<file path="config.mk">
export PLATFORM = sky130hd
export DESIGN_NAME = branch_sequencer
export DESIGN_NICKNAME = d
export VERILOG_FILES = /design/src/rtl/branch_sequencer.sv
export SDC_FILE = /design/constraint.sdc
export NUM_CORES = 1
export LEC_CHECK = 0
export CAP_MARGIN = 20
export CORE_MARGIN = 2
export CORE_UTILIZATION = 60
export DETAILED_ROUTE_END_ITERATION = 12
export DONT_BUFFER_PORTS = 1
export PLACE_DENSITY = 0.76
export RECOVER_POWER = 25
export SLEW_MARGIN = 5
export SYNTH_ARGS = -nofsm -noshare
export SYNTH_HDL_FRONTEND = slang
export SYNTH_SLANG_ARGS = --single-unit
export TNS_END_PERCENT = 5
</file>
<file path="constraint.sdc">
create_clock -name clk -period 5.6 [get_ports clk]
set_clock_uncertainty 0.05 [all_clocks]
set_input_delay 1.12 -clock clk [delete_from_list [all_inputs] [get_ports clk]]
set_output_delay 1.12 -clock clk [all_outputs]
set_load 0.1 [all_outputs]
</file>
<file path="src/rtl/branch_sequencer.sv">
// Sequences the Mini SRC "br" instruction through T3..T6 after the main FSM hands off at T2.
// Strobes are decoded from the state register; statistics counters saturate at all-ones.
module branch_sequencer #(
  parameter logic [4:0] BR_OPCODE  = 5'b10010,
  parameter bit         EARLY_EXIT = 1'b1,
  parameter int         CNT_W      = 16
) (
  input  logic             clk,
  input  logic             reset,
  input  logic             start,
  input  logic [31:0]      ir,
  input  logic             CON,
  output logic [1:0]       c2,
  output logic             Gra,
  output logic             Rout,
  output logic             CONin,
  output logic             PCout,
  output logic             Yin,
  output logic             Cout,
  output logic             ADD,
  output logic             Zin,
  output logic             Zlowout,
  output logic             PCin,
  output logic             busy,
  output logic             done,
  output logic             illegal,
  output logic [CNT_W-1:0] taken_cnt,
  output logic [CNT_W-1:0] ntaken_cnt
);

  localparam logic [2:0] S_IDLE = 3'd0;
  localparam logic [2:0] S_T3   = 3'd1;
  localparam logic [2:0] S_T4   = 3'd2;
  localparam logic [2:0] S_T5   = 3'd3;
  localparam logic [2:0] S_T6   = 3'd4;
  localparam logic [2:0] S_DONE = 3'd5;

  localparam logic [CNT_W-1:0] CNT_ONE = {{(CNT_W-1){1'b0}}, 1'b1};

  logic [2:0]       state_reg, state_next;
  logic [1:0]       c2_reg;
  logic             illegal_reg;
  logic [CNT_W-1:0] taken_reg, ntaken_reg;
  logic             is_br, accept, inc_taken, inc_ntaken;
  logic             unused_ir_bits;

  assign unused_ir_bits = ^{ir[26:21], ir[18:0]};

  assign is_br  = (ir[31:27] == BR_OPCODE);
  assign accept = (state_reg == S_IDLE) && start && is_br;

  // CON is only meaningful in T4 (early-exit decision) and T6 (PC update).
  assign inc_taken  = (state_reg == S_T6) && CON;
  assign inc_ntaken = ((state_reg == S_T6) && !CON) ||
                      ((state_reg == S_T4) && EARLY_EXIT && !CON);

  always_comb begin
    state_next = state_reg;
    case (state_reg)
      S_IDLE:  if (accept) state_next = S_T3;
      S_T3:    state_next = S_T4;
      S_T4:    state_next = (EARLY_EXIT && !CON) ? S_DONE : S_T5;
      S_T5:    state_next = S_T6;
      S_T6:    state_next = S_DONE;
      S_DONE:  state_next = S_IDLE;
      default: state_next = S_IDLE;
    endcase
  end

  always_ff @(posedge clk) begin
    if (reset) begin
      state_reg   <= S_IDLE;
      c2_reg      <= 2'b00;
      illegal_reg <= 1'b0;
      taken_reg   <= '0;
      ntaken_reg  <= '0;
    end else begin
      state_reg   <= state_next;
      illegal_reg <= (state_reg == S_IDLE) && start && !is_br;
      if (accept) c2_reg <= ir[20:19];
      if (inc_taken && (taken_reg != '1)) taken_reg <= taken_reg + CNT_ONE;
      if (inc_ntaken && (ntaken_reg != '1)) ntaken_reg <= ntaken_reg + CNT_ONE;
    end
  end

  assign c2         = c2_reg;
  assign Gra        = (state_reg == S_T3);
  assign Rout       = (state_reg == S_T3);
  assign CONin      = (state_reg == S_T3);
  assign PCout      = (state_reg == S_T4);
  assign Yin        = (state_reg == S_T4);
  assign Cout       = (state_reg == S_T5);
  assign ADD        = (state_reg == S_T5);
  assign Zin        = (state_reg == S_T5);
  assign Zlowout    = (state_reg == S_T6);
  // CON comes straight from the CON flip-flop, so PCin stays a registered-source path.
  assign PCin       = (state_reg == S_T6) && CON;
  assign busy       = (state_reg == S_T3) || (state_reg == S_T4) ||
                      (state_reg == S_T5) || (state_reg == S_T6);
  assign done       = (state_reg == S_DONE);
  assign illegal    = illegal_reg;
  assign taken_cnt  = taken_reg;
  assign ntaken_cnt = ntaken_reg;

endmodule

</file>
==> flow_metrics.tcl <==
set metrics [dict create \
    nNetsFinal 290 \
    gp_congestion 0.8736 \
    cts_buffer_depth 2 \
    fin_crit_ns 3.429 \
    yosys_warnings 0 \
    drt-pass1-iter-count 6 \
    drtIter0Drc 158 \
    core-area_mm2 0.003337 \
    power_density_mw_per_mm2 187.6 \
    yosysTopAreaCell "dfxtp_1" \
    grt_pass1_wl_mm 7.983 \
    required_ns 4.43 \
    portBuffers 0 \
    ys.flop_type "dfxtp_1" \
    cts.sinks 38 \
    max_slew.worst_pin.slew_ns 1.455 \
    cts_post_setup_buffers_inserted 0 \
    antenna_found_initial 0 \
    syn_inst 250 \
    row_count 21 \
    post-route-period-util_pct 61.23 \
    grt_max_degree 47 \
    chipWidth_um 62.82 \
    hold_buffers 0 \
    ys_seq_area_share_pct 36.65 \
    status "finished clean" \
    post_cts_resized 0 \
    ir_drop_mv 0.1423 \
    ant_nets 0 \
    syn_nets 288 \
    clk-insertion-delay-late_ns 0.36 \
    p_comb_share_pct 4.0 \
    path_max_fanout 22 \
    finalSetupTns_ns 0 \
    avgSynthCellArea_um2 8.303 \
    drv_slew 0 \
    ys_seq_elements 38 \
    clock-root-buffer "clkbuf_4" \
    max_freq_mhz 291.6 \
    hold_path_class "reg2reg" \
    dp_hpwl_mm 3.454 \
    drv_cap 0 \
    async_reset_ff_share_pct 0 \
    via_per_inst 6.656 \
    synthesis.area_mm2 0.002076 \
    pwr-share-clk_pct 34.4 \
    yosysUniqueCellTypes 39 \
    arrival_ns 2.26 \
    synth-edff-count 0 \
    initial_core_util_pct 62.20 \
    synthTopCellsByArea "dfxtp_1 (37%), mux2_2 (4.9%), a21oi_1 (4.8%)" \
    grt_pass1_vias 1745 \
    grt_overflow 0 \
    criticalPathCategory "reg2out" \
    drc_errors 0 \
    switching_share_pct 25.02 \
    switchingPower_mw 0.1128 \
    placed_cell_area_mm2 0.002344 \
    htree_levels 2 \
    via_count 1990 \
    setup_viol 0 \
    cts_tree "yes" \
    antenna_cells 0 \
    wl_per_cell_um 16.23 \
    internal_power_mw 0.3380 \
    synth_top_area_share_pct 36.65 \
    grt_usage_pct 25.11 \
    post-route-cell-area_mm2 0.002404 \
    critPathLaunchType "flip-flop" \
    cts_made_buffers 5 \
    seq_power_share_pct 61.6 \
    ios 83 \
    layout-drive-gt1-share_pct 14.62 \
    clk_pin_slew_worst_paths_ns 0.11 \
    slew_headroom_pct 3.030 \
    nFillCells 264 \
    wl_mm 4.852 \
    end_kind "output port" \
    dieArea_mm2 0.003946 \
    syn_to_final_growth_pct 15.79 \
    die_y_um 62.82 \
    hold_viol 0 \
    leakagePower_nw 0.7645 \
    rsz0062_at_grt "no" \
]
-- worst max-delay path, stage by stage, from the launching register on --
cell and delay, ns:
dfxtp_1 0.75, nand4bb_4 0.38, inv_1 0.77
-- power by group through the flow --
stage / clock network, mW / registers (mW) / logic (mW)
2_1_floorplan: 0 / 0.283 / 0.0177
3_3_place_gp: 0 / 0.284 / 0.0174
3_5_place_dp: 0 / 0.284 / 0.0179
4_1_cts: 0.159 / 0.278 / 0.0179
5_1_grt: 0.169 / 0.278 / 0.0190
6_report: 0.155 / 0.278 / 0.0179
-- stage by stage --
step | hold slack [ns] | setup WS, ns | utilization, % | std cells | total power, mW
detailed placement | 0.5610 | 2.256 | 70.23 | 291 | 0.3018
CTS | 0.5791 | 2.182 | 72.14 | 299 | 0.4544
finish | 0.5742 | 2.171 | 72.03 | 299 | 0.4509
global placement | 0.5312 | 2.273 | 70.23 | 291 | 0.3012
floorplan | 0.4625 | 0.8892 | - | 250 | 0.3009
global route | 0.6334 | 2.067 | 72.03 | 299 | 0.4661
-- final timing paths --
kind / from / to / slack (ns) / cells after the start
max: state_reg[2] / PCin / 2.17 / 2
min: state_reg[0] / state_reg[0] / 0.57 / 1
max reg2reg: ntaken_cnt[7] / ntaken_cnt[0] / 2.43 / 5
min reg2reg: state_reg[0] / state_reg[0] / 0.57 / 1
-- metal layers --
| layer | wire length (um) | share of wire (%) | global-route usage [%] | up-vias |
|---|---|---|---|---|
| li1 | - | - | - | 955 |
| met1 | 1958 | 40 | 29.97 | 948 |
| met2 | 2392 | 49 | 40.19 | 78 |
| met3 | 413 | 8.5 | 9.550 | 9 |
| met4 | 87 | 1.8 | 11.11 | 0 |
| met5 | 0 | 0 | 0 | - |
-- cells in the final DEF (no fill, tap or decap), types with 2 or more instances in the layout --
| master | instances |
|---|---|
| a211oi_1 | 4 |
| a21oi_1 | 20 |
| o31ai_1 | 12 |
| clkbuf_4 | 5 |
| mux2_2 | 9 |
| nand3b_1 | 2 |
| or3_1 | 3 |
| a31oi_1 | 2 |
| nor2_1 | 16 |
| and3_1 | 6 |
| dfxtp_1 | 38 |
| inv_1 | 8 |
| nor4_1 | 10 |
| buf_4 | 2 |
| o31a_1 | 2 |
| buf_16 | 5 |
| nor3_1 | 7 |
| ha_1 | 2 |
| nand4_1 | 9 |
| o21ai_0 | 6 |
| mux2i_1 | 3 |
| nor2b_1 | 8 |
| nor4b_1 | 2 |
| or4_1 | 13 |
| and4_1 | 4 |
| clkbuf_16 | 4 |
| nand2_1 | 20 |
| nor3b_2 | 3 |
| nand3_1 | 10 |
| a311oi_1 | 2 |
-- cells by family (layout without fill, tap and decap cells) --
family	after synthesis	count (layout)	synth area share, %
fa+ha+maj	2	2	1.205
compound gates	51	51	15.55
simple gates	120	120	33.94
buf+inv	25	28	5.485
mux	12	12	6.329
xor+xnor	2	2	0.8440
flops	38	38	36.65
-- cell usage after synthesis, types with 2 or more instances --
cell      instances
dfxtp_1          38
a21oi_1          20
nand2_1          20
nor2_1           16
or4_1            13
o31ai_1          12
nand3_1          10
nor4_1           10
clkbuf_1          9
mux2_2            9
nand4_1           9
inv_1             8
nor2b_1           8
nor3_1            8
and3_1            6
o21ai_0           6
buf_4             5
a211oi_1          4
and4_1            4
mux2i_1           3
nor3b_1           3
nor4b_1           3
or3_1             3
a311oi_1          2
a31oi_1           2
and2_1            2
buf_1             2
ha_1              2
nand3b_1          2
o31a_1            2
-- area by class of cell --
class / count / area [um2] / share of cell area [%]
well taps: 46 / 57.56 / 2.395
repair buffers: 12 / 256.5 / 10.67
flip-flops and latches: 38 / 760.7 / 31.65
clock inverters: 2 / 12.51 / 0.5206
clock buffers: 6 / 51.30 / 2.134
multi-input cells: 187 / 1235 / 51.38
inverters: 8 / 30.03 / 1.249
No activity file was read; power rests on OpenSTA's default activity.
